$ cat config.mk
export PLATFORM = sky130hd
export DESIGN_NAME = cfu_issue
export DESIGN_NICKNAME = d
export VERILOG_FILES = /design/src/rtl/cfu_issue_pkg.sv /design/src/rtl/cfu_watchdog.sv /design/src/rtl/cfu_issue.sv
export SDC_FILE = /design/constraint.sdc
export NUM_CORES = 1
export LEC_CHECK = 0
export BUFFER_PORTS_ARGS = -buffer_cell sky130_fd_sc_hd__buf_2
export CAP_MARGIN = 30
export CORE_MARGIN = 1.5
export CORE_UTILIZATION = 45
export CTS_BUF_LIST = sky130_fd_sc_hd__clkbuf_16
export CTS_CLUSTER_DIAMETER = 60
export CTS_CLUSTER_SIZE = 25
export DETAILED_ROUTE_END_ITERATION = 8
export PLACE_DENSITY = 0.79
export SYNTH_ARGS = -nofsm -noshare
export SYNTH_HDL_FRONTEND = slang
export SYNTH_SLANG_ARGS = --single-unit
$ cat constraint.sdc
create_clock -name clk_i -period 4.24 [get_ports clk_i]
set_input_delay 0.212 -clock clk_i [delete_from_list [all_inputs] [get_ports clk_i]]
set_output_delay 0.212 -clock clk_i [all_outputs]
set_load 0.02 [all_outputs]
$ cat src/rtl/cfu_issue_pkg.sv
// cfu_issue_pkg: shared widths, state encodings and helpers for the CFU issue initiator.
`default_nettype none

package cfu_issue_pkg;

  localparam int XLEN           = 32;
  localparam int CFU_CTRL_WIDTH = 10;

  localparam logic [1:0] CFU_ISSUE_IDLE = 2'd0;
  localparam logic [1:0] CFU_ISSUE_REQ  = 2'd1;
  localparam logic [1:0] CFU_ISSUE_DONE = 2'd2;

  typedef enum logic [1:0] {
    ST_IDLE = CFU_ISSUE_IDLE,
    ST_REQ  = CFU_ISSUE_REQ,
    ST_DONE = CFU_ISSUE_DONE
  } state_t;

  // ctrl layout: [2:0]=funct3, [9:3]=funct7, anything above is zero
  function automatic logic [CFU_CTRL_WIDTH-1:0] pack_ctrl(input logic [6:0] funct7,
                                                          input logic [2:0] funct3);
    return CFU_CTRL_WIDTH'({funct7, funct3});
  endfunction

  // Watchdog counter width: enough for the limit, clamped to 8..16 bits
  function automatic int wd_width(input int cycles);
    int w;
    w = $clog2(cycles + 1);
    if (w < 8)  w = 8;
    if (w > 16) w = 16;
    return w;
  endfunction

endpackage

`default_nettype wire

$ cat src/rtl/cfu_watchdog.sv
// cfu_watchdog: counts stalled REQ cycles and flags the cycle that reaches the limit.
`default_nettype none

module cfu_watchdog
  import cfu_issue_pkg::*;
#(
  parameter int TIMEOUT_CYCLES = 255
) (
  input  logic clk,
  input  logic rst,
  input  logic clear,
  input  logic count_en,
  output logic expire
);

  localparam int CNT_W = wd_width(TIMEOUT_CYCLES);

  logic [CNT_W-1:0] count;

  // Fires on the stalled cycle whose increment would make the count hit the limit
  assign expire = count_en && (count == CNT_W'(TIMEOUT_CYCLES - 1));

  always_ff @(posedge clk or posedge rst) begin
    if (rst) begin
      count <= '0;
    end else if (clear) begin
      count <= '0;
    end else if (count_en) begin
      count <= count + 1'b1;
    end
  end

endmodule

`default_nettype wire

$ cat src/rtl/cfu_issue.sv
// cfu_issue: EX-stage initiator for the CFU port (IDLE -> REQ -> DONE).
// Optional request timeout enabled by defining CFU_TIMEOUT_EN.
`default_nettype none

module cfu_issue
  import cfu_issue_pkg::*;
#(
  parameter int TIMEOUT_CYCLES = 255
) (
  input  logic                      clk_i,
  input  logic                      rst_i,
  input  logic                      stall_i,
  input  logic                      issue_i,
  input  logic [2:0]                funct3_i,
  input  logic [6:0]                funct7_i,
  input  logic [XLEN-1:0]           rs1_data_i,
  input  logic [XLEN-1:0]           rs2_data_i,
  input  logic [4:0]                rd_i,
  output logic                      pipe_stall_o,
  output logic                      wb_valid_o,
  output logic [4:0]                wb_rd_o,
  output logic [XLEN-1:0]           wb_data_o,
  output logic                      err_o,
  output logic                      cfu_valid_o,
  output logic [CFU_CTRL_WIDTH-1:0] cfu_ctrl_o,
  output logic [XLEN-1:0]           cfu_src1_o,
  output logic [XLEN-1:0]           cfu_src2_o,
  output logic                      cfu_stall_o,
  input  logic                      cfu_stall_i,
  input  logic [XLEN-1:0]           cfu_rslt_i
);

  state_t     state;
  logic [4:0] rd_q;
  logic       timeout;

`ifdef CFU_TIMEOUT_EN
  logic err_q;

  cfu_watchdog #(
    .TIMEOUT_CYCLES(TIMEOUT_CYCLES)
  ) u_watchdog (
    .clk      (clk_i),
    .rst      (rst_i),
    .clear    ((state == ST_IDLE) && issue_i),
    .count_en ((state == ST_REQ) && cfu_stall_i),
    .expire   (timeout)
  );

  assign err_o = err_q;
`else
  logic unused_timeout;

  assign unused_timeout = |TIMEOUT_CYCLES;
  assign timeout        = 1'b0;
  assign err_o          = 1'b0;
`endif

  assign cfu_stall_o = stall_i;

  always_comb begin
    pipe_stall_o = 1'b0;
    case (state)
      ST_IDLE: pipe_stall_o = issue_i;
      ST_REQ:  pipe_stall_o = 1'b1;
      ST_DONE: pipe_stall_o = stall_i;
      default: pipe_stall_o = 1'b0;
    endcase
  end

  always_ff @(posedge clk_i or posedge rst_i) begin
    if (rst_i) begin
      state       <= ST_IDLE;
      rd_q        <= '0;
      cfu_valid_o <= 1'b0;
      cfu_ctrl_o  <= '0;
      cfu_src1_o  <= '0;
      cfu_src2_o  <= '0;
      wb_valid_o  <= 1'b0;
      wb_rd_o     <= '0;
      wb_data_o   <= '0;
`ifdef CFU_TIMEOUT_EN
      err_q       <= 1'b0;
`endif
    end else begin
      case (state)
        ST_IDLE: begin
          if (issue_i) begin
            cfu_ctrl_o  <= pack_ctrl(funct7_i, funct3_i);
            cfu_src1_o  <= rs1_data_i;
            cfu_src2_o  <= rs2_data_i;
            rd_q        <= rd_i;
            cfu_valid_o <= 1'b1;
            state       <= ST_REQ;
          end
        end
        ST_REQ: begin
          if (!cfu_stall_i) begin
            wb_data_o   <= cfu_rslt_i;
            wb_rd_o     <= rd_q;
            wb_valid_o  <= 1'b1;
            cfu_valid_o <= 1'b0;
            state       <= ST_DONE;
          end else if (timeout) begin
            // Abandon the request: writeback still happens, with zero data and err
            wb_data_o   <= '0;
            wb_rd_o     <= rd_q;
            wb_valid_o  <= 1'b1;
            cfu_valid_o <= 1'b0;
`ifdef CFU_TIMEOUT_EN
            err_q       <= 1'b1;
`endif
            state       <= ST_DONE;
          end
        end
        ST_DONE: begin
          if (!stall_i) begin
            wb_valid_o <= 1'b0;
`ifdef CFU_TIMEOUT_EN
            err_q      <= 1'b0;
`endif
            state      <= ST_IDLE;
          end
        end
        default: state <= ST_IDLE;
      endcase
    end
  end

endmodule

`default_nettype wire
==> impl_metrics.toml, run 1 <==
[status]
outcome = "complete, but fails checks"
violations = "hold timing"

[synthesis]
synth_area_um2 = 4590
synth.avg_cell_area_um2 = 17.1
async_flop_share_pct = 100
yosysSeqAreaShare_pct = 65.4
ys.flop_type = "dfrtp_1"
synth-seq-cells = 120
synth.area.top_cells = "dfrtp_1, mux2_2, mux2_4, mux2_1, buf_6"
yosys.area.top_type = "dfrtp_1"
syn_nets = 385
synth_edf_count = 0
yosysWarnings = 0
synth_top_area_share_pct = 65.4
synth_cell_types = 17
netlist_instances = 269

[worst_setup_path]
cp_max_fo = 44
cp-end-kind = "flop"
start_kind = "flop"
crit_start = "state[0]$_DFFE_PP0P_"
critPathTopFamily = "buffers and inverters"
critPathArrivalTime_ns = 2.06
critPathSlowestCell = "buf_4"
crit_chain = "nor3b_4 > buf_4 > mux2_2"
reg2reg_from = "state[0]$_DFFE_PP0P_"
reg2reg_slack_ns = 2.45
critPathKind = "flop to flop"
max_stage_delay_ns = 0.50
required_ns = 4.52
path_buf_inv = 1

[placement]
post-dp-hpwl_um = 7480
place_congestion = 0.704
placed_cell_area_um2 = 5840
port_buffers = 230

[clock_tree]
clockBufferDepth = 2
cts.sinks = 120
clk_latency_ns = 0.40
cts_made_buffers = 17
cts_hold_buf = 0
clk_pin_slew_ns = 0.05
cts_tree = "built"
root_buffer = "clkbuf_16"
post-cts-setup-buffers = 0
cts.repair.resized = 0
cts_max_level = 4

[finish]
postLayoutCoreUtil_pct = 66.1
num-nets-final = 624
design_area_um2 = 6490
area_delta_synth_final_pct = 41.4
n_antenna_cell = 0
drive_gt1_share_pct = 71.1

[drt]
wl_per_cell_um = 15.7
drtPass1Iterations = 4
via_count = 3123
postRouteAntennaNets = 0
drc = 0
drtIter0Drc = 103
finalWirelength_um = 10200
viasPerCell = 4.79

[sta]
timing.final.crit_period_ns = 1.79
setup_viol = 0
rsz0062_at_grt = "no"
period_share_pct = 42.2
max_freq_ghz = 0.559
whs_ns = -0.0370
tns_ns = 0
drv_slew = 0
slew_headroom_pct = 47.3
fin_worst_skew_ns = 0.00490
finalHoldViolCount = 48
worst_pin_slew_ns = 0.791

[floorplanning]
die_h_um = 104
start_util_pct = 46.8
core-area_um2 = 9820
rows = 36
io_pins = 232
die_area_um2 = 10800
die_w_um = 104

[power]
peakVddDrop_mv = 0.396
total_leakage_power_uw = 0.00320
pwr_density_cell_nw_per_um2 = 861

[global_routing]
grt_first_pass_wirelength_um = 16600
grt_pass1_vias = 3341
antenna_found_initial = 1
grt_max_degree = 68
grt_overflow = 0
grt_util_all_layers_pct = 19.9

[hold_path]
hold_class = "input pin to async pin"

[flow_run]
max_cap_violations = 0
==> cells in the final DEF (no fill, tap or decap) <==
cell type     n
and3_2        1
clkinv_2      1
nor3b_4       1
dfrtp_1     120
clkinv_1      3
inv_1         4
o21ai_0       5
mux2_1       10
mux2i_1       1
nand2b_1      1
inv_4         1
a21oi_1       2
mux2_2       87
buf_4         4
nand3b_1      1
buf_2       230
bufinv_16     6
clkbuf_16    17
conb_1        1
clkinvlp_4    1
mux2_4       19
nor2_1        2
buf_12        1
==> report_power, final <==
group,switching [uW],leakage [uW],internal (uW)
clock,465,0.000314,1080
sequential,274,0.00140,1690
combinational,1170,0.00148,905
==> per-stage QoR <==
stage               std cells  setup slack (ns)  total power, uW  hold slack (ns)
finish                    652              2.45             5590          -0.0370
floorplan                 269             0.842             3330            0.347
detailed placement        621              2.24             4080            0.427
global route              652              2.35             5870           0.0198
global placement          621              2.30             3990            0.419
CTS                       651              2.23             5650          0.00540
==> path summary, 6_finish.rpt <==
| check | end | depth (start not counted) |
|---|---|---|
| setup / recovery | cfu_src1_o[30]$_DFFE_PP0P_ | 3 |
| hold / removal | cfu_src2_o[21]$_DFFE_PP0P_ | 2 |
| setup reg to reg | cfu_src1_o[30]$_DFFE_PP0P_ | 3 |
| hold reg to reg | cfu_src2_o[29]$_DFFE_PP0P_ | 1 |
| max in group asynchronous | wb_data_o[8]$_DFFE_PP0P_ | 3 |
| min in group clk_i | cfu_src2_o[28]$_DFFE_PP0P_ | 2 |
==> kinds of logic (layout without fill, tap and decap cells) <==
family	count (synthesis)	count (layout)	synth area share (%)
multiplexers	117	117	30.2
other	1	1	0.0816
AO/OA/AOI/OAI	7	7	0.762
flip-flops	120	120	65.4
buffers and inverters	18	268	2.59
AND/OR/NAND/NOR	6	6	1.01
==> metal layers <==
layer	share of wire (%)	vias to the layer above	track usage, %
met4	2.4	2	7.94
li1	-	1423	-
met1	38	1529	22.2
met2	52	144	35.1
met3	7.1	25	6.58
met5	0.12	-	0
==> area by class of cell <==
| cell class | count | area (um2) |
|---|---|---|
| clock inverters | 13 | 211 |
| well taps | 133 | 166 |
| flip-flops and latches | 120 | 3000 |
| clock buffers | 17 | 425 |
| inverters | 3 | 13.8 |
| multi-input cells | 131 | 1470 |
| repair buffers | 235 | 1200 |
| fillers | 741 | 3320 |
==> flip-flops by register name, summed over array words and instances (netlist names) <==
signal,cells
wb_valid_o,1
wb_rd_o,5
cfu_src2_o,32
cfu_valid_o,1
rd_q,5
wb_data_o,32
cfu_ctrl_o,10
cfu_src1_o,32
state,2
==> cells in the mapped netlist, types with 2 or more instances <==
| master | instances |
|---|---|
| mux2_2 | 87 |
| buf_4 | 3 |
| nor2_1 | 2 |
| mux2_1 | 10 |
| mux2_4 | 19 |
| buf_2 | 8 |
| o21ai_0 | 5 |
| dfrtp_1 | 120 |
| a21oi_1 | 2 |
| inv_1 | 3 |
| buf_6 | 4 |
==> worst reg2reg max path: cells and delay by family (launching register included) <==
kind | cells | cell delay (ns)
muxes | 1 | 0.46
DFF | 1 | 0.47
and+or+nand+nor | 1 | 0.24
buffers and inverters | 1 | 0.50
No activity file was read; power rests on OpenSTA's default activity.
==> run 2, diff against run 1 <==
Settings changed: ABC_AREA set to 1, CORE_UTILIZATION 45 to 42, PLACE_DENSITY 0.79 to 0.77.
Clock period 4.24 ns to 1.6 ns, I/O delays scaled along.
==> run 2 against run 1 <==
Against the previous run:
- the run now ends clean
- first-iteration DRC count rose to 3.1 times the previous value
- clock power up 150%
- area after synthesis up 5.5%
==> impl_metrics.toml, run 2 <==
[worst_setup_path]
cp_max_fo = 41
start_kind = "flop"
reg2reg_to = "cfu_src1_o[27]$_DFFE_PP0P_"
critPathKind = "flop to output port"
crit_chain = "buf_12 > inv_1 > nand3_1 > nand2_1 > buf_2"
reg2reg_from = "state[0]$_DFFE_PP0P_"
cp-end-kind = "output port"
required_ns = 1.52
critPathArrivalTime_ns = 1.45
crit_start = "state[0]$_DFFE_PP0P_"
max_stage_delay_ns = 0.42
reg2reg_slack_ns = 0.14
critPathTopFamily = "buffers and inverters"
ff2ff_path_depth = 6
critPathSlowestCell = "dfrtp_2"
crit_cells = 5
path_buf_inv = 3

[power]
pwr_density_cell_nw_per_um2 = 2020
power_uw = 15800
total_leakage_power_uw = 0.00435
peakVddDrop_mv = 1.35

[sta]
period_share_pct = 95.7
drv_slew = 0
timing.final.crit_period_ns = 1.53
fin_worst_skew_ns = 0.00506
worst_pin_slew_ns = 0.602
slew_headroom_pct = 59.9
rsz0062_at_grt = "no"
setup_viol = 0
finalHoldViolCount = 0
setup_slack_ns = 0.0685
tns_ns = 0
max_freq_ghz = 0.653

[synthesis]
synth_edf_count = 0
synth-seq-cells = 120
synth.most_common_cell = "nand2_1"
ys.flop_type = "dfrtp_1"
synth_area_um2 = 4850
yosysSeqAreaShare_pct = 62.0
synth.area.top_cells = "dfrtp_1, nand2_1, nand3_1, nand4_1, buf_2"
synth_top_area_share_pct = 62.0
syn_nets = 648
yosys.area.top_type = "dfrtp_1"
async_flop_share_pct = 100
synth.avg_cell_area_um2 = 9.11
netlist_instances = 532
yosysWarnings = 0
synthTopCellsByCount = "nand2_1, dfrtp_1, nand3_1"
synth_cell_types = 16

[global_routing]
grt_pass1_vias = 5291
grt_util_all_layers_pct = 26.0
use_met2_pct = 45.2
antenna_found_initial = 0
use_met1_pct = 28.9
busiest_layer = "met2"
grt_first_pass_wirelength_um = 25500
grt_overflow = 0
grtUsageMet3_pct = 7.90
grt_max_degree = 84

[floorplanning]
die_w_um = 110
rows = 39
start_util_pct = 42.8
core-area_um2 = 11300
die_h_um = 110
die_area_um2 = 12200
io_pins = 232

[hold_path]
min_delay_worst_endpoint = "rd_q[0]$_DFFE_PP0P_"
whs_path_depth = 4
hold_class = "input pin to flop"
min_from = "issue_i"

[finish]
n_antenna_cell = 0
multi_input_area_um2 = 1590
mostFrequentLayoutCell = "nand2_1"
num-nets-final = 981
reg.largest.list = "cfu_src1_o x32, cfu_src2_o x32, wb_data_o x32"
drive_gt1_share_pct = 31.3
regArea_um2 = 3000
area_delta_synth_final_pct = 61.7
finalNonFillerCells = 1021
most-common-layout-cells = "nand2_1, buf_2, dfrtp_1, dlygate4sd3_1, nand3_1"
fillers = 788

[clock_tree]
clk_pin_slew_ns = 0.05
root_buffer = "clkbuf_16"
cts.sinks = 120
cts_made_buffers = 17
clk_latency_ns = 0.41
cts_max_level = 4
clockBufferDepth = 2
cts_tree = "built"

[placement]
place_congestion = 0.882
pre_cts_slack_ns = 0.255
dp.cells = 874
port_buffers = 230
post-dp-hpwl_um = 8820

[drt]
drtIter0Drc = 319
drtPass1Iterations = 5
via_count = 5228
finalWirelength_um = 15600
wl_per_cell_um = 15.3
viasPerCell = 5.12
postRouteAntennaNets = 0
drc = 0

[flow_run]
max_cap_violations = 0

[status]
outcome = "finished, final reports clean"
run 2: changes by cell type after synthesis, moves of 2 or more:
cell      change
a21oi_1       -2
buf_1         +3
nand2_1     +239
mux2_4       -19
nand3_1      +82
clkbuf_1      +9
o21ai_0       -5
mux2_1       -10
buf_2        +18
nor2_1        -2
mux2_2       -87
nand4_1      +37
run 2: power by group:
group / leakage [uW] / switching [uW] / internal, uW
registers: 0.00148 / 811 / 4490
clock network: 0.000300 / 1280 / 2550
logic: 0.00257 / 4500 / 2190
run 2: per-layer routing:
metal	vias up	routed length, um	share of wire, %
met5	-	0	0
met4	0	504	3.2
met3	52	1350	8.6
met2	315	7900	51
met1	2467	5840	37
li1	2394	-	-
run 2: kinds of logic (layout without fill, tap and decap cells):
kind of cell | Yosys count | in the layout | share of synthesized area [%]
simple gates | 361 | 361 | 32.6
flops | 120 | 120 | 62.0
compound gates | 1 | 1 | 0.103
buf+inv | 49 | 395 | 5.24
other cells | 1 | 1 | 0.0774
run 2: worst max path at each step:
stage	end	slack, ns
floorplan	cfu_ctrl_o[0]$_DFFE_PP0P_	0.05
global placement	cfu_src2_o[22]$_DFFE_PP0P_	0.32
detailed placement	cfu_src2_o[22]$_DFFE_PP0P_	0.25
CTS	pipe_stall_o	0.05
global route	pipe_stall_o	0.02
finish	pipe_stall_o	0.07
run 2: timing repair:
item	4_1_cts	5_1_grt
setup endpoints to repair	1	0
gates resized for setup	1	0
hold buffers	114	0
buffers inserted	1	0
endpoints found under the hold margin	233	0
run 2: worst reg2reg max path, stage by stage, from the launching register on:
cell     delay [ns]
dfrtp_2        0.38
buf_4          0.15
nor2_8         0.04
nand2_4        0.06
buf_4          0.44
nand2_1        0.20
nand2_1        0.12
run 2: layout make-up:
cell class                 count  area share [%]
clock buffer                  17            5.43
timing repair buffer         358            31.2
multi-input combinational    363            20.3
clock inverter                15            2.12
inverter                       5           0.287
sequential                   120            38.3
tap                          143            2.28
run 2: metrics by stage:
step	hold slack (ns)	utilization [%]	instance area (um2)
after CTS	0.193	69.2	7830
after detailed placement	0.247	53.8	6090
after global routing	0.229	69.2	7830
after floorplan	0.225	-	4850
final	0.211	69.2	7830
after global placement	0.241	53.8	6090
==> run 3, diff against run 2 <==
Settings changed: ABC_AREA 1 to not set, CORE_UTILIZATION 42 to 41, PLACE_DENSITY 0.77 to 0.76.
==> run 3 against run 2 <==
Against the previous run:
- flip-flop and latch count unchanged
- fmax is 0.64% lower
- largest power group unchanged
- final area is 1.4% lower
- power is 4.0% lower
- clock power up 6.8%
- cell count down 24%
- setup slack worse by 0.0098 ns
- clock-buffer cell count stayed put
- critical path type is now flop to flop
==> impl_metrics.toml, run 3 (synthesized netlist as in run 1, its figures left out) <==
[floorplanning]
rows = 38
die_w_um = 109
io_pins = 232
die_area_um2 = 11800
start_util_pct = 42.2
core-area_um2 = 10900
die_h_um = 109

[global_routing]
antenna_found_initial = 0
grt_pass1_vias = 4078
grt_overflow = 0
grt_util_all_layers_pct = 21.6
grt_first_pass_wirelength_um = 19300
grt_max_degree = 62

[clock_tree]
clk_latency_ns = 0.40
post-cts-setup-buffers = 0
clk_pin_slew_ns = 0.06
clockBufferDepth = 2
cts_hold_buf = 115
cts.sinks = 120
cts_made_buffers = 17
root_buffer = "clkbuf_16"
cts.repair.resized = 0
cts_max_level = 4
cts_tree = "built"

[status]
outcome = "finished, final reports clean"

[placement]
place_congestion = 0.701
pre_cts_slack_ns = 0.0553
post-dp-hpwl_um = 7510
port_buffers = 230

[worst_setup_path]
path_buf_inv = 1
critPathTopFamily = "flip-flops"
cp_max_fo = 40
reg2reg_to = "cfu_src1_o[0]$_DFFE_PP0P_"
cp-end-kind = "flop"
crit_chain = "nor3b_4 > buf_12 > mux2_1"
crit_end = "cfu_src1_o[0]$_DFFE_PP0P_"
critPathKind = "flop to flop"
crit_cells = 3
reg2reg_from = "state[1]$_DFFE_PP0P_"
critPathArrivalTime_ns = 1.81
ff2ff_path_depth = 3
start_kind = "flop"
reg2reg_slack_ns = 0.06
required_ns = 1.87
crit_start = "state[1]$_DFFE_PP0P_"
critPathSlowestCell = "dfrtp_1"
max_stage_delay_ns = 0.42

[finish]
reg.largest.list = "cfu_src1_o x32, cfu_src2_o x32, wb_data_o x32"
mostFrequentLayoutCell = "buf_2"
most-common-layout-cells = "buf_2, dfrtp_1, dlygate4sd3_1, mux2_2, mux2_4"
fillers = 716
drive_gt1_share_pct = 58.8
area_delta_synth_final_pct = 68.2
n_antenna_cell = 0
num-nets-final = 742

[power]
total_leakage_power_uw = 0.00371
power.share.combinational_pct = 38.6
swShare_pct = 35.0
p_switching_uw = 5320
p_clk_share_pct = 26.8
intPower_uw = 9870
p_seq_share_pct = 34.5
peakVddDrop_mv = 1.09
pwr_density_cell_nw_per_um2 = 1970

[sta]
drv_slew = 0
period_share_pct = 96.3
tns_ns = 0
timing.final.crit_period_ns = 1.54
max_freq_ghz = 0.649
rsz0062_at_grt = "no"
setup_viol = 0
fin_worst_skew_ns = 0.0105
finalHoldViolCount = 0
setup_slack_ns = 0.0587

[drt]
postRouteAntennaNets = 0
drtIter0Drc = 115
viasPerCell = 4.62
drc = 0
finalWirelength_um = 12400
wl_per_cell_um = 15.9
drtPass1Iterations = 4
via_count = 3596

[flow_run]
max_cap_violations = 0

[hold_path]
hold_class = "input pin to async pin"
run 3: cell types whose count changed in the layout (fill, tap and decap cells not counted), sizes merged, moves of 2 or more:
cell and delta:
nand3 -83, buf -6, nand2 -240, nand4 -37, clkinv -4, mux2 +116
o21ai +4, clkinvlp +2, a21oi +2
run 3: area by class of cell:
class                      count  area (um2)  area share (%)
inverter                       3        15.0           0.194
tap                          140         175            2.27
sequential                   120        3000            38.9
clock inverter                15         209            2.70
multi-input combinational    131        1470            19.1
clock buffer                  17         425            5.51
timing repair buffer         353        2420            31.4
run 3: power by group through the flow:
| stage | Combinational (uW) | Sequential (uW) | Clock, uW |
|---|---|---|---|
| finish | 5860 | 5250 | 4080 |
| global route | 6230 | 5440 | 4280 |
| CTS | 5860 | 5230 | 4150 |
| detailed placement | 5640 | 5250 | 0 |
| global placement | 5480 | 5170 | 0 |
| floorplan | 1890 | 6930 | 0 |
run 3: how the worst min path moves through the flow:
stage,endpoint,cells past startpoint,startpoint,slack (ns)
2_1_floorplan,cfu_src1_o[0]$_DFFE_PP0P_,1,rs1_data_i[0],0.21
3_3_place_gp,cfu_ctrl_o[8]$_DFFE_PP0P_,3,rst_i,0.22
3_5_place_dp,cfu_src2_o[8]$_DFFE_PP0P_,3,rst_i,0.23
4_1_cts,cfu_src1_o[11]$_DFFE_PP0P_,4,rst_i,0.37
5_1_grt,cfu_ctrl_o[2]$_DFFE_PP0P_,4,rst_i,0.37
6_report,cfu_ctrl_o[2]$_DFFE_PP0P_,4,rst_i,0.35
run 3: worst register-to-register path, cell delays in order, from the launching register on:
cell and delay, ns:
dfrtp_1 0.42, nor3b_4 0.32, buf_12 0.28, mux2_1 0.39
run 3: metrics by stage:
step	util (%)	area, um2	cells	hold slack [ns]	power [uW]
2_1_floorplan	-	4600	269	0.215	8820
6_report	71.0	7730	779	0.349	15200
4_1_cts	71.0	7730	779	0.370	15200
3_5_place_dp	54.6	5940	632	0.228	10900
3_3_place_gp	54.6	5940	632	0.218	10700
5_1_grt	71.0	7730	779	0.373	16000
run 3: routing by layer:
layer,vias to the layer above,track usage (%),share of wire (%)
met5,-,0,0
met4,0,8.93,2.2
met3,26,6.34,5.6
met2,144,40.3,55
met1,1772,22.6,37
li1,1654,-,-
